### src/rtl/fp_stream_accumulator_if.sv
// Handshake and adder-port bundle for fp_stream_accumulator.
// The slave side is the accumulator; the master side is the stream source, sum consumer and adder.
interface fp_stream_accumulator_if #(
    parameter int COUNT_W = 8
);
    logic               start;
    logic               in_valid;
    logic               in_ready;
    logic [31:0]        in_data;
    logic               in_last;
    logic [31:0]        add_a;
    logic [31:0]        add_b;
    logic [31:0]        add_result;
    logic               sum_valid;
    logic               sum_ready;
    logic [31:0]        sum_data;
    logic [COUNT_W-1:0] sum_count;
    logic               busy;

    modport slave (
        input  start, in_valid, in_data, in_last, add_result, sum_ready,
        output in_ready, add_a, add_b, sum_valid, sum_data, sum_count, busy
    );

    modport master (
        output start, in_valid, in_data, in_last, add_result, sum_ready,
        input  in_ready, add_a, add_b, sum_valid, sum_data, sum_count, busy
    );
endinterface

### src/rtl/fp_stream_accumulator.sv
// Sequential wrapper around an external combinational float adder: accumulates a stream of
// IEEE-754 singles, bypassing the adder for zero operands, a zero running sum and exact cancellation.
module fp_stream_accumulator #(
    parameter int COUNT_W = 8
) (
    input  logic                  clk,
    input  logic                  rst_n,
    fp_stream_accumulator_if.slave io
);
    typedef enum logic [1:0] {S_IDLE, S_ACC, S_ADD, S_DONE} state_e;

    localparam logic [COUNT_W-1:0] CNT_MAX = '1;

    state_e             state_q;
    logic [31:0]        acc_q, acc_d, b_q;
    logic [COUNT_W-1:0] cnt_q;
    logic               last_q, in_ready_q, sum_valid_q, busy_q;

    // The adder is only trusted for two nonzero operands that do not cancel exactly.
    always_comb begin
        acc_d = io.add_result;
        if (b_q[30:23] == 8'd0)
            acc_d = acc_q;
        else if (acc_q[30:23] == 8'd0)
            acc_d = b_q;
        else if (acc_q[30:0] == b_q[30:0] && acc_q[31] != b_q[31])
            acc_d = 32'h0000_0000;
    end

    always_ff @(posedge clk) begin
        if (!rst_n) begin
            state_q     <= S_IDLE;
            acc_q       <= 32'h0;
            b_q         <= 32'h0;
            cnt_q       <= '0;
            last_q      <= 1'b0;
            in_ready_q  <= 1'b0;
            sum_valid_q <= 1'b0;
            busy_q      <= 1'b0;
        end else begin
            case (state_q)
                S_IDLE: begin
                    if (io.start) begin
                        acc_q      <= 32'h0;
                        cnt_q      <= '0;
                        last_q     <= 1'b0;
                        in_ready_q <= 1'b1;
                        busy_q     <= 1'b1;
                        state_q    <= S_ACC;
                    end
                end
                S_ACC: begin
                    if (io.in_valid) begin
                        b_q        <= io.in_data;
                        last_q     <= io.in_last;
                        cnt_q      <= (cnt_q == CNT_MAX) ? cnt_q : cnt_q + 1'b1;
                        in_ready_q <= 1'b0;
                        state_q    <= S_ADD;
                    end
                end
                S_ADD: begin
                    acc_q <= acc_d;
                    if (last_q) begin
                        sum_valid_q <= 1'b1;
                        state_q     <= S_DONE;
                    end else begin
                        in_ready_q <= 1'b1;
                        state_q    <= S_ACC;
                    end
                end
                S_DONE: begin
                    if (io.sum_ready) begin
                        sum_valid_q <= 1'b0;
                        busy_q      <= 1'b0;
                        state_q     <= S_IDLE;
                    end
                end
                default: state_q <= S_IDLE;
            endcase
        end
    end

    // acc is only rewritten on start or in ADD, so the sum holds from DONE until the next start.
    assign io.in_ready  = in_ready_q;
    assign io.add_a     = acc_q;
    assign io.add_b     = b_q;
    assign io.sum_valid = sum_valid_q;
    assign io.sum_data  = acc_q;
    assign io.sum_count = cnt_q;
    assign io.busy      = busy_q;
endmodule

### src/flat_wrapper.sv
// flat-port wrapper written by rule: the top's interface ports become plain ports
module fp_stream_accumulator_flat 
#(
    parameter int COUNT_W = 8
)
  (clk, rst_n, io_start, io_in_valid, io_in_data, io_in_last, io_add_result, io_sum_ready, io_in_ready, io_add_a, io_add_b, io_sum_valid, io_sum_data, io_sum_count, io_busy);
  fp_stream_accumulator_if #(.COUNT_W(COUNT_W)) io_i ();
  input  logic clk;
  input  logic rst_n;
  input wire logic [$bits(io_i.start)-1:0] io_start;
  input wire logic [$bits(io_i.in_valid)-1:0] io_in_valid;
  input wire logic [$bits(io_i.in_data)-1:0] io_in_data;
  input wire logic [$bits(io_i.in_last)-1:0] io_in_last;
  input wire logic [$bits(io_i.add_result)-1:0] io_add_result;
  input wire logic [$bits(io_i.sum_ready)-1:0] io_sum_ready;
  output wire logic [$bits(io_i.in_ready)-1:0] io_in_ready;
  output wire logic [$bits(io_i.add_a)-1:0] io_add_a;
  output wire logic [$bits(io_i.add_b)-1:0] io_add_b;
  output wire logic [$bits(io_i.sum_valid)-1:0] io_sum_valid;
  output wire logic [$bits(io_i.sum_data)-1:0] io_sum_data;
  output wire logic [$bits(io_i.sum_count)-1:0] io_sum_count;
  output wire logic [$bits(io_i.busy)-1:0] io_busy;
  assign io_i.start = io_start;
  assign io_i.in_valid = io_in_valid;
  assign io_i.in_data = io_in_data;
  assign io_i.in_last = io_in_last;
  assign io_i.add_result = io_add_result;
  assign io_i.sum_ready = io_sum_ready;
  assign io_in_ready = io_i.in_ready;
  assign io_add_a = io_i.add_a;
  assign io_add_b = io_i.add_b;
  assign io_sum_valid = io_i.sum_valid;
  assign io_sum_data = io_i.sum_data;
  assign io_sum_count = io_i.sum_count;
  assign io_busy = io_i.busy;
  fp_stream_accumulator #(.COUNT_W(COUNT_W)) u_core (.clk(clk), .rst_n(rst_n), .io(io_i));
endmodule
### config.mk
export PLATFORM = sky130hd
export DESIGN_NAME = fp_stream_accumulator_flat
export DESIGN_NICKNAME = d
export VERILOG_FILES = /design/src/rtl/fp_stream_accumulator_if.sv /design/src/rtl/fp_stream_accumulator.sv /design/src/flat_wrapper.sv
export SDC_FILE = /design/constraint.sdc
export NUM_CORES = 1
export LEC_CHECK = 0
export CELL_PAD_IN_SITES_DETAIL_PLACEMENT = 2
export CELL_PAD_IN_SITES_GLOBAL_PLACEMENT = 2
export CORE_MARGIN = 8
export CORE_UTILIZATION = 23
export DETAILED_ROUTE_END_ITERATION = 7
export HOLD_SLACK_MARGIN = 0.05
export PLACE_DENSITY = 0.86
export SYNTH_ARGS = -nofsm -noshare
export SYNTH_HDL_FRONTEND = slang
export SYNTH_SLANG_ARGS = --single-unit
### constraint.sdc
create_clock -name clk -period 1.9 [get_ports clk]
set_input_delay 0.57 -clock clk [delete_from_list [all_inputs] [get_ports clk]]
set_output_delay 0.57 -clock clk [all_outputs]
set_load 0.02 [all_outputs]
==> parameters.txt, run 1 <==
Parameter                              Value

Critical path
  Critical-path cell with the highest stage delay ... sky130_fd_sc_hd__dfxtp_1
  Maximum fanout along the worst path ... 32
  Critical path capture point type ... register
  Top cell family by delay on the critical path ... compound AO/OA/AOI/OAI gates
  Sequence of cells on the critical path ... nor4_1 -> buf_4 -> a21oi_4 -> buf_8 -> o21a_1 -> a22oi_1 -> o21ai_1
  Worst Path Buf+Inv ... 2
  Count of cells along the worst register-to-register path ... 7
  Stages on worst setup path ... 7
  Critical path launch point type ... register
  Required time reported for the critical path endpoint ... 2120 ps
  Type of the worst setup path ... register to register
  Endpoint arrival time on the critical path ... 2080 ps
  Largest stage delay on the critical path ... 380 ps

Detailed routing
  Final routed DRC violation total ... 0
  Remaining antenna violation count ... 0
  Routed via count divided by cell count ... a little under 5
  Per-cell routed wire length ... 21.2 µm
  Total detailed-routing wirelength ... 18500 µm
  Number of DRC markers after the initial detailed-route iteration ... 140
  Router iterations before antenna repair ... 4
  Vias post-DR ... 4241

Layout
  Share of layout cells above drive strength 1 ... between 10% and 20%
  Summed area of non-filler cells in the final layout ... 6220 µm²
  Nets ... just over 700
  Area growth from synthesis to final layout ... 53.7%
  Count of antenna diodes in the layout ... 0
  Final cell count without fillers ... 873

Placed design
  Final weighted congestion in routability-driven placement ... 0.793
  Total half-perimeter wirelength after legalization and detailed placement ... 14100 µm
  Number of cells after detailed placement ... 851
  Post-place instance area ... ~6000 µm²
  I/O Buffers ... 176

Yosys
  Share of synthesized cell area in and, or, nand and nor gates ... 17.4%
  Post-synthesis instance area ... 4040 µm²
  Seq/Total Area, Yosys ... around two fifths
  Cell with the most instances after synthesis ... sky130_fd_sc_hd__dfxtp_1
  Share of flip-flops with an asynchronous set or reset ... 0%
  Top cells by count, synth ... sky130_fd_sc_hd__dfxtp_1 (78), sky130_fd_sc_hd__nand2_1 (74), sky130_fd_sc_hd__a21oi_1 (40)
  Synth Area in XOR/XNOR ... 8.23%
  Synth area leaders ... sky130_fd_sc_hd__dfxtp_1 (39%), sky130_fd_sc_hd__nand2_1 (6.9%), sky130_fd_sc_hd__xor2_1 (6.7%)
  Post-synthesis adder-cell area fraction ... 0.309%
  Area share of the largest cell type after synthesis ... between 30% and 40%
  Number of distinct library cell variants in the gate-level netlist after synthesis ... 38
  Top_reg_cell synth ... sky130_fd_sc_hd__dfxtp_1
  Dominant combinational cell family by area after synthesis ... compound AO/OA/AOI/OAI gates
  Number of enable-type register cells in the synthesized netlist ... 0
  Mux share of post-synthesis cell area ... 0.495%
  Post-synthesis register bit count ... 78
  Post-synthesis average cell area ... 8.30 µm²
  Fraction of the mapped netlist area in compound gates ... roughly a quarter
  Synth Warn # ... 0
  Syn Nets ... 558
  Count of mapped cells out of synthesis ... 487
  Post-synthesis cell type with the largest combined area ... sky130_fd_sc_hd__dfxtp_1

Job
  Maximum Capacitance Violations ... 0

GRT
  Global-route wire length before repair ... 28300 µm
  All-Layer GR Usage ... between 10% and 20%
  Antenna violations before repair ... 1
  Grt ovf ... 0
  Maximum number of pins on one net before global-route repair ... 38
  Number of global-route vias before repair ... 4835

Die
  Vertical die dimension ... 149 µm
  Core footprint ... 17200 µm²
  Total number of placement rows ... 48
  Die Outline Area ... between 20000 and 25000 µm²
  IO Count ... 177
  Starting density of the core ... 23.5%
  Chip width ... approximately 150 µm

Timing
  Tightest slew margin relative to the limit ... 67.4%
  Setup-violating endpoint count in the final report ... 0
  Post-route clock skew ... roughly 8 ps
  Final-report hold violation count ... 0
  Time the final worst path needs with I/O delays and setup ... 1860 ps
  Actual transition at the worst max-transition pin ... 488 ps
  Unrepaired setup endpoints after global routing ... yes
  Max Clk Rate ... 538 MHz
  Portion of the clock cycle consumed by the worst path in the final layout ... 97.9%
  Final count of pins violating max slew ... 0

CTS
  CTS tree ... done
  Clock root buffer ... sky130_fd_sc_hd__clkbuf_16
  CTS clock-pin slew for the worst setup and hold paths ... ~60 ps
  H-tree depth reported by CTS ... 3
  Clock Tree Buf Depth ... 2
  Total CTS buffers ... 9
  CTS sink count ... 78
  Later-pin clock latency in the skew report ... 340 ps

Hold path
  Worst hold path cell count ... 2
  Type of the most critical hold path ... register to register

Run status
  Run status ... complete, no violations

Power and ir drop
  Pwr dens ... 671 nW/µm²
  Worst supply voltage drop on vdd ... just over 400 µV
  Total leakage power ... ~2.9 nW
==> worst min-delay path: stages (launching register included) <==
cell,delay (ps)
sky130_fd_sc_hd__dfxtp_1,330
sky130_fd_sc_hd__nand2_1,60
sky130_fd_sc_hd__a21oi_1,60
==> layout make-up <==
cell class                 instances  area [µm²]
clock buffer                      13         270
clock inverter                     3        17.5
fill                            1966       11000
inverter                           3        11.3
multi-input combinational        341        2080
sequential                        78        1560
tap                              225         282
timing repair buffer             210        2000
==> through the flow <==
step	power, mW	util, %	setup WS (ps)	TNS, ps	hold slack (ps)
6_report	4.17	36.1	40.7	0	503
5_1_grt	4.35	36.1	-16.7	-26.8	539
4_1_cts	4.20	35.6	0.156	0	510
3_5_place_dp	2.50	34.5	-516	-16400	498
3_3_place_gp	2.48	34.5	-342	-12120	464
2_1_floorplan	2.09	-	317	0	449
==> layer usage <==
| layer | wire [µm] | part of all wire [%] | up-vias | GRT usage (%) |
|---|---|---|---|---|
| li1 | - | - | 1979 | - |
| met1 | 7600 | 41 | 2120 | 19.0 |
| met3 | 1190 | 6.4 | 22 | 4.13 |
| met4 | 301 | 1.6 | 2 | 6.02 |
| met2 | 9410 | 51 | 118 | 29.4 |
| met5 | 10 | 0.054 | - | 0 |
==> registers in the layout (all words and copies together) (netlist names) <==
register / cells
u_core.state_q: 2
u_core.io.sum_valid: 1
u_core.io.in_ready: 1
u_core.io.add_b: 32
u_core.io.sum_count: 8
u_core.io.add_a: 32
u_core.last_q: 1
u_core.io.busy: 1
==> worst paths after layout <==
kind | end | slack (ps) | from
worst max-delay path | u_core.io.add_a[9] | 40 | u_core.io.add_b[29]
worst min-delay path | u_core.last_q | 500 | u_core.last_q
worst max register to register | u_core.io.add_a[9] | 40 | u_core.io.add_b[29]
worst min register to register | u_core.last_q | 500 | u_core.last_q
==> cells in the final DEF, fill, tap and decap left out, types with 14 or more instances in the layout <==
master and n:
sky130_fd_sc_hd__a21oi_1 40, sky130_fd_sc_hd__nand2_1 74, sky130_fd_sc_hd__dfxtp_1 77, sky130_fd_sc_hd__clkdlybuf4s50_1 68
sky130_fd_sc_hd__nand3_1 34, sky130_fd_sc_hd__o21a_1 32, sky130_fd_sc_hd__buf_4 25, sky130_fd_sc_hd__xor2_1 31
sky130_fd_sc_hd__a22oi_1 32, sky130_fd_sc_hd__o21ai_1 30, sky130_fd_sc_hd__dlygate4sd2_1 104, sky130_fd_sc_hd__nor2_1 14
==> timing repair <==
item | in CTS | in global routing
pin swaps | 1 | 3
gates cloned | 1 | 0
hold buffers | 0 | 0
hold endpoints to repair | 0 | 0
resized for setup | 108 | 6
setup endpoints to repair | 136 | 35
buffers inserted | 0 | 5
==> logic make-up (layout without fill, tap and decap cells) <==
group,Yosys count,after routing
and+or+nand+nor,151,152
AOI/OAI and AO/OA,148,148
DFF,78,78
buffers and inverters,69,229
xor gates and xnor gates,38,38
muxes,2,2
adders and majority gates,1,1
==> report_power, final <==
group          internal, mW  leakage, nW  switching, mW
clock network         0.989        0.142          0.708
registers              1.68        0.632         0.0632
logic                 0.349         2.09          0.380
total                  3.02         2.87           1.15
Power figures use the tool's default switching activity.
==> inputs of run 2 (changes only) <==
--- a/config.mk
+++ b/config.mk
@@ -9,6 +9,7 @@
 export CELL_PAD_IN_SITES_GLOBAL_PLACEMENT = 2
 export CORE_MARGIN = 8
 export CORE_UTILIZATION = 23
+export CTS_CLUSTER_DIAMETER = 120
 export DETAILED_ROUTE_END_ITERATION = 7
 export HOLD_SLACK_MARGIN = 0.05
 export PLACE_DENSITY = 0.86
==> results of run 2 <==
No change in the layout: final DEF, timing and power equal those of run 1.
==> inputs of run 3 (changes only) <==
--- a/config.mk
+++ b/config.mk
@@ -5,6 +5,7 @@
 export SDC_FILE = /design/constraint.sdc
 export NUM_CORES = 1
 export LEC_CHECK = 0
+export ABC_AREA = 0
 export CELL_PAD_IN_SITES_DETAIL_PLACEMENT = 2
 export CELL_PAD_IN_SITES_GLOBAL_PLACEMENT = 2
 export CORE_MARGIN = 8
==> results of run 3 <==
No change in the layout: final DEF, timing and power equal those of run 1.
==> RTL change 1 (flow settings as in run 1) <==
`COUNT_W` is set to 8 in 3 places; all go to 12.
--- a/src/rtl/fp_stream_accumulator_if.sv
+++ b/src/rtl/fp_stream_accumulator_if.sv
@@ -3,3 +3,3 @@
 interface fp_stream_accumulator_if #(
-    parameter int COUNT_W = 8
+    parameter int COUNT_W = 12
 );
--- a/src/rtl/fp_stream_accumulator.sv
+++ b/src/rtl/fp_stream_accumulator.sv
@@ -3,3 +3,3 @@
 module fp_stream_accumulator #(
-    parameter int COUNT_W = 8
+    parameter int COUNT_W = 12
 ) (
--- a/src/flat_wrapper.sv
+++ b/src/flat_wrapper.sv
@@ -3,3 +3,3 @@
 #(
-    parameter int COUNT_W = 8
+    parameter int COUNT_W = 12
 )
Interface: changed (resized io_sum_count); port bits go from 177 to 181. The function was not compared with the original's and may differ.
==> RTL change 1 against run 1 <==
- first-iteration DRC count decreased by 18%
- highest routed layer unchanged
- setup slack got worse by 27 ps
- sequential cell count increased by 4
- cell count increased by 9.9%
- fmax decreased by 1.4%
- power increased by 3.3%
- synthesized area increased by 13%
- critical path type unchanged
- cell area increased by 15%
- wire length increased by 13%
- critical endpoint is now u_core.io.add_a[26]$_SDFFE_PN0P_
==> RTL change 1: results (changes against run 1) <==
Outcome
The run finished with clean final reports.

Logic synthesis
The synthesized net count was 575 (+3.0%). The number of unique standard cell types used by synthesis is 45 (+18%). The mux contribution to synthesized area is 0.437% (-0.058 points). The area fraction in compound gates after synthesis is 30.7% (+7.0 points). Ranked by instance count, the synthesized netlist is headed by dfxtp_1, nand2_1, a21oi_1.

The post-synthesis sequential area ratio is 35.8% (-2.8 points). The synthesized-area fraction occupied by xor and xnor cells is 7.64% (-0.59 points). By area the synthesized netlist is led by dfxtp_1, o2bb2a_4, xor2_1, nand2_1, buf_4.

Final layout
The layout cell share with drive strength beyond 1 is 23.4% (+13 points). The number of nets at the end of the flow is 759 (+6.3%). The non-filler instance count after layout is 959 (+9.9%).

Global routing
The number of antenna violations at the first check in global routing is 3 (+2). The maximum number of pins on one net before global-route repair is 39 (+2.6%). The global routing usage summed across all routing layers is 16.3% (-0.30 points). The global-route met3 utilization is 4.83% (+0.69 points). The met2 layer usage reported by global route is 29.8% (+0.38 points). The via count of the first global-routing pass was 5,079 (+5.0%).

The met1 track demand over resource is 18.1% (-0.87 points). The global-route wire length before repair came to 30,600 um (+8.1%).

STA
The worst setup slack after layout was 13.7 ps (-27.0 ps). The final worst clock skew was 8.49 ps (+0.372 ps).

Route
The total wire length is 20,900 um (+13%). The overall via count from detail_route is 4,454 (+5.0%). The first-iteration detailed-routing DRC count is 115 (-18%).

Critical path
The longest individual stage delay on the worst path is 530 ps (+150 ps). The data arrival at the endpoint of the critical path is 2110 ps (+30 ps). The startpoint of the most critical register-to-register path is u_core.io.add_a[23]$_SDFFE_PN0P_.

The length in cells of the worst reg-to-reg path is 6 (-1). The worst flop-to-flop path endpoint is u_core.io.add_a[26]$_SDFFE_PN0P_.

Power and ir drop
The reported leakage power is 0.00329 uW (+15%). The maximum VDD drop is 0.000424 V (+4.2%).

Placement
The number of input and output port buffers inserted is 180 (+2.3%). The global placer's final weighted congestion is 0.790 (-0.30%).
## RTL change 1: cell count changes in the layout (fill, tap and decap cells not counted), sizes merged, moves of 5 or more
cell | run 1 | this run
a22oi | 32 | 0
buf | 35 | 52
o21a | 32 | 1
o31ai | 0 | 32
inv | 2 | 36
dlygate4sd2 | 104 | 109
nand3 | 34 | 4
o2bb2a | 0 | 32
nand4 | 3 | 8
## RTL change 1: logic make-up after synthesis
group           count (synthesis)
buf+inv                        98
simple gates                  128
mux                             2
xor+xnor                       40
flops                          82
fa+ha+maj                       1
compound gates                153
## RTL change 1: layout make-up
class / count / area [sq um] / share of cell area (%)
Multi-Input combinational cell: 326 / 2550 / 35.7
Timing Repair Buffer: 233 / 2180 / 30.6
Sequential cell: 82 / 1660 / 23.3
Tap cell: 265 / 332 / 4.65
Clock buffer: 11 / 243 / 3.40
Inverter: 36 / 135 / 1.90
Clock inverter: 5 / 30.0 / 0.421
Antenna cell: 1 / 2.50 / 0.0351
## RTL change 1: worst min path at each step
stage | startpoint | endpoint | slack, ps | cells after the start
detailed placement | u_core.last_q$_SDFFE_PN0P_ | u_core.last_q$_SDFFE_PN0P_ | 500 | 2
floorplan | u_core.last_q$_SDFFE_PN0P_ | u_core.last_q$_SDFFE_PN0P_ | 460 | 2
CTS | u_core.io.add_b[18]$_SDFFE_PN0P_ | u_core.io.add_b[18]$_SDFFE_PN0P_ | 510 | 2
global route | u_core.io.add_b[17]$_SDFFE_PN0P_ | u_core.io.add_b[17]$_SDFFE_PN0P_ | 530 | 2
global placement | u_core.last_q$_SDFFE_PN0P_ | u_core.last_q$_SDFFE_PN0P_ | 480 | 2
finish | u_core.io.add_b[10]$_SDFFE_PN0P_ | u_core.io.add_b[10]$_SDFFE_PN0P_ | 500 | 2
## RTL change 1: worst min-delay path: stages, from the launching register on
cell and delay, ps:
dfxtp_1 340, nand2_1 60, a21oi_1 50
## RTL change 1: what timing repair did
item,CTS,global route
setup buffers,4,5
gates resized for setup,120,29
pin swaps,5,8
setup endpoints to repair,143,57
cloned,2,1
## RTL change 1: stage by stage
step / total power, uW / util, % / area, sq um / TNS (ps) / hold slack (ps)
after floorplan: 2200 / - / 4580 / 0 / 458
after global placement: 2620 / 34.4 / 6730 / -26300 / 481
after detailed placement: 2650 / 34.4 / 6730 / -32190 / 497
after CTS: 4340 / 35.7 / 6970 / 0 / 510
after global routing: 4510 / 36.5 / 7130 / -72.2 / 526
final: 4310 / 36.5 / 7130 / 0 / 504
## RTL change 1: where the power goes
part / switching (uW) / internal (uW) / total, uW
Combinational: 448 / 375 / 823
Clock: 748 / 916 / 1660
Sequential: 57.2 / 1770 / 1820
## RTL change 1: per-layer routing
layer  share of wire, %  up-vias
met4                1.9        4
met2                 52      125
met3                6.4       31
li1                   -     2087
met1                 40     2207
met5               0.14        -
==> RTL change 2 (config.mk and constraints of run 1) <==
Made on the original files. Re-encode `state_e` (4 states) as one-hot, 4 bits wide.
--- a/src/rtl/fp_stream_accumulator.sv
+++ b/src/rtl/fp_stream_accumulator.sv
@@ -9,3 +9,3 @@
 );
-    typedef enum logic [1:0] {S_IDLE, S_ACC, S_ADD, S_DONE} state_e;
+    typedef enum logic [3:0] {S_IDLE = 4'b0001, S_ACC = 4'b0010, S_ADD = 4'b0100, S_DONE = 4'b1000} state_e;
 
Function: same outputs for any inputs over 4 cycles, from zero or initial values and one cycle with rst_n low; so few cycles prove little.
==> RTL change 2 against run 1 <==
- clock power increased by 6%
- wire length increased by 9.2%
- setup slack got worse by 15 ps
- synthesized area increased by 1.9%
- power increased by 7.0%
- cell area increased by 6.8%
- first-iteration DRC count decreased by 14%
- sequential cell count increased by 2
- critical path type unchanged
- largest power group is now the clock network
- highest routed layer is now met4
==> RTL change 2: results (changes against run 1) <==
Logic synthesis
The area fraction in compound gates after synthesis is 22.7% (-1.0 points). By area the synthesized netlist is led by dfxtp_1, xor2_1, nand2_1, o21a_1, a22oi_1. The synthesized-area fraction occupied by xor and xnor cells is 8.07% (-0.16 points).

The post-synthesis sequential area ratio is 38.8% (+0.23 points). For this run, the leading register cell type out of synthesis is dfxtp_1. The number of unique standard cell types used by synthesis is 44 (+16%). The average footprint of a synthesized cell was 8.28 sq um (-0.30%). The adder-cell area share of the yosys netlist is 0.303% (-0.0059 points). The mux contribution to synthesized area is 0% (-0.50 points). Counting instances in the post-synthesis netlist gives the leading cell types as dfxtp_1, nand2_1, nand3_1.

The synthesized net count is 569 (+2.0%).

Critical path
The longest individual stage delay on the worst path is 530 ps (+150 ps). The data arrival at the endpoint of the critical path is 2140 ps (+60 ps). The worst-path maximum fanout was 8 (-75%).

The library cell contributing the largest single delay on the critical path is or4b_4.

Clock tree
The setup fix buffers added after clock tree synthesis was 4 (+4). The number of gates resized after cts is 118 (+9.3%). The cell at the root of the clock tree is clkbuf_16. The clock edge transition at the registers on the reported setup and hold paths came to 60 ps (about the same).

Power and ir drop
The reported leakage power was 0.00303 uW (+5.6%). The internal power was 3240 uW (+7.2%). The maximum VDD drop was 0.000410 V (+0.76%).

Route
The first-iteration detailed-routing DRC count is 120 (-14%). The wire length on met1 was 8320 um (+9.5%). The count of antenna-violating nets left after detailed routing was 0 (unchanged). The mean routed wirelength per cell came to 22.3 um (+5.1%). Signal routing reaches up to met4. The routed length on met3 is 928 um (-22%). The wire length on met2 is 10,600 um (+12%).

The overall via count from detail_route is 4,443 (+4.8%).

Placement
The number of placed cells counting well taps was 875 (+2.8%). The post-detailed-placement cell area came to 6120 sq um (+2.9%). The HPWL reported at the end of detailed placement was 14,700 um (+4.1%). The global placer's final weighted congestion was 0.775 (-2.2%). The post-place setup slack was -522 ps (-6.62 ps).

STA
The final worst clock skew is 10.1 ps (+2.03 ps). The relative max-transition margin came to 72.0% (+4.5 points). The final-report max-slew violation count is 0 (unchanged).

Final layout
The layout cell share with drive strength beyond 1 is 15.6% (+5.1 points). The number of nets at the end of the flow is 744 (+4.2%). The filler cell count in the final layout is 2,006 (+2.0%).

The non-filler instance count after layout is 907 (+3.9%).

Hold path
The min-delay analysis places its worst path in the category reg2reg.

Outcome
The flow ran to the end, and the final reports show no timing, DRC or antenna violations.

Global routing
The number of antenna violations at the first check in global routing came to 0 (-1). The global-route wire length before repair was 29,500 um (+4.2%). The global routing usage summed across all routing layers is 17.3% (+0.62 points). The maximum number of pins on one net before global-route repair came to 35 (-7.9%). The via count of the first global-routing pass is 5,011 (+3.6%).
==> RTL change 2: changes by cell type after synthesis, sizes merged, moves of 3 or more <==
cell   change
nand4      +3
nor2       -4
buf        -3
nor4       +3
a21oi      -4
xnor2      -5
nand3      +3
xor2       +5
and3       +3
==> RTL change 2: metal layers <==
layer / global-route usage (%) / vias up
met5: 0 / -
met4: 6.20 / 0
met3: 3.45 / 22
met2: 31.8 / 118
met1: 19.3 / 2212
li1: - / 2091
==> RTL change 2: power by group through the flow <==
stage	clock, uW	sequential (uW)	combinational (uW)
CTS	1850	1760	814
detailed placement	0	1800	772
global route	1930	1770	950
floorplan	0	1820	320
finish	1810	1770	890
global placement	0	1790	741
==> RTL change 2: area by class of cell <==
class                           count  area [sq um]  area share, %
Multi-Input combinational cell    351          2260           34.1
Timing Repair Buffer              226          2160           32.5
Sequential cell                    80          1610           24.3
Tap cell                          229           287           4.31
Clock buffer                       13           260           3.92
Clock inverter                      3          40.0          0.603
Inverter                            5          18.8          0.283
==> RTL change 2: worst paths after layout <==
path                                       to                             from  slack (ps)
min           u_core.io.in_ready$_SDFFE_PN0P_  u_core.io.in_ready$_SDFFE_PN0P_         460
max reg2reg  u_core.io.add_a[13]$_SDFFE_PN0P_   u_core.state_q[0]$_SDFFE_PN1P_          30
max          u_core.io.add_a[13]$_SDFFE_PN0P_   u_core.state_q[0]$_SDFFE_PN1P_          30
min reg2reg   u_core.io.in_ready$_SDFFE_PN0P_  u_core.io.in_ready$_SDFFE_PN0P_         460
==> RTL change 2: worst max-delay path, delay by kind of cell, from the launching register on <==
| family | cells | cell delay (ps) |
|---|---|---|
| and+or+nand+nor | 2 | 630 |
| buffers and inverters | 2 | 320 |
| DFF | 1 | 360 |
| AOI/OAI and AO/OA | 3 | 490 |
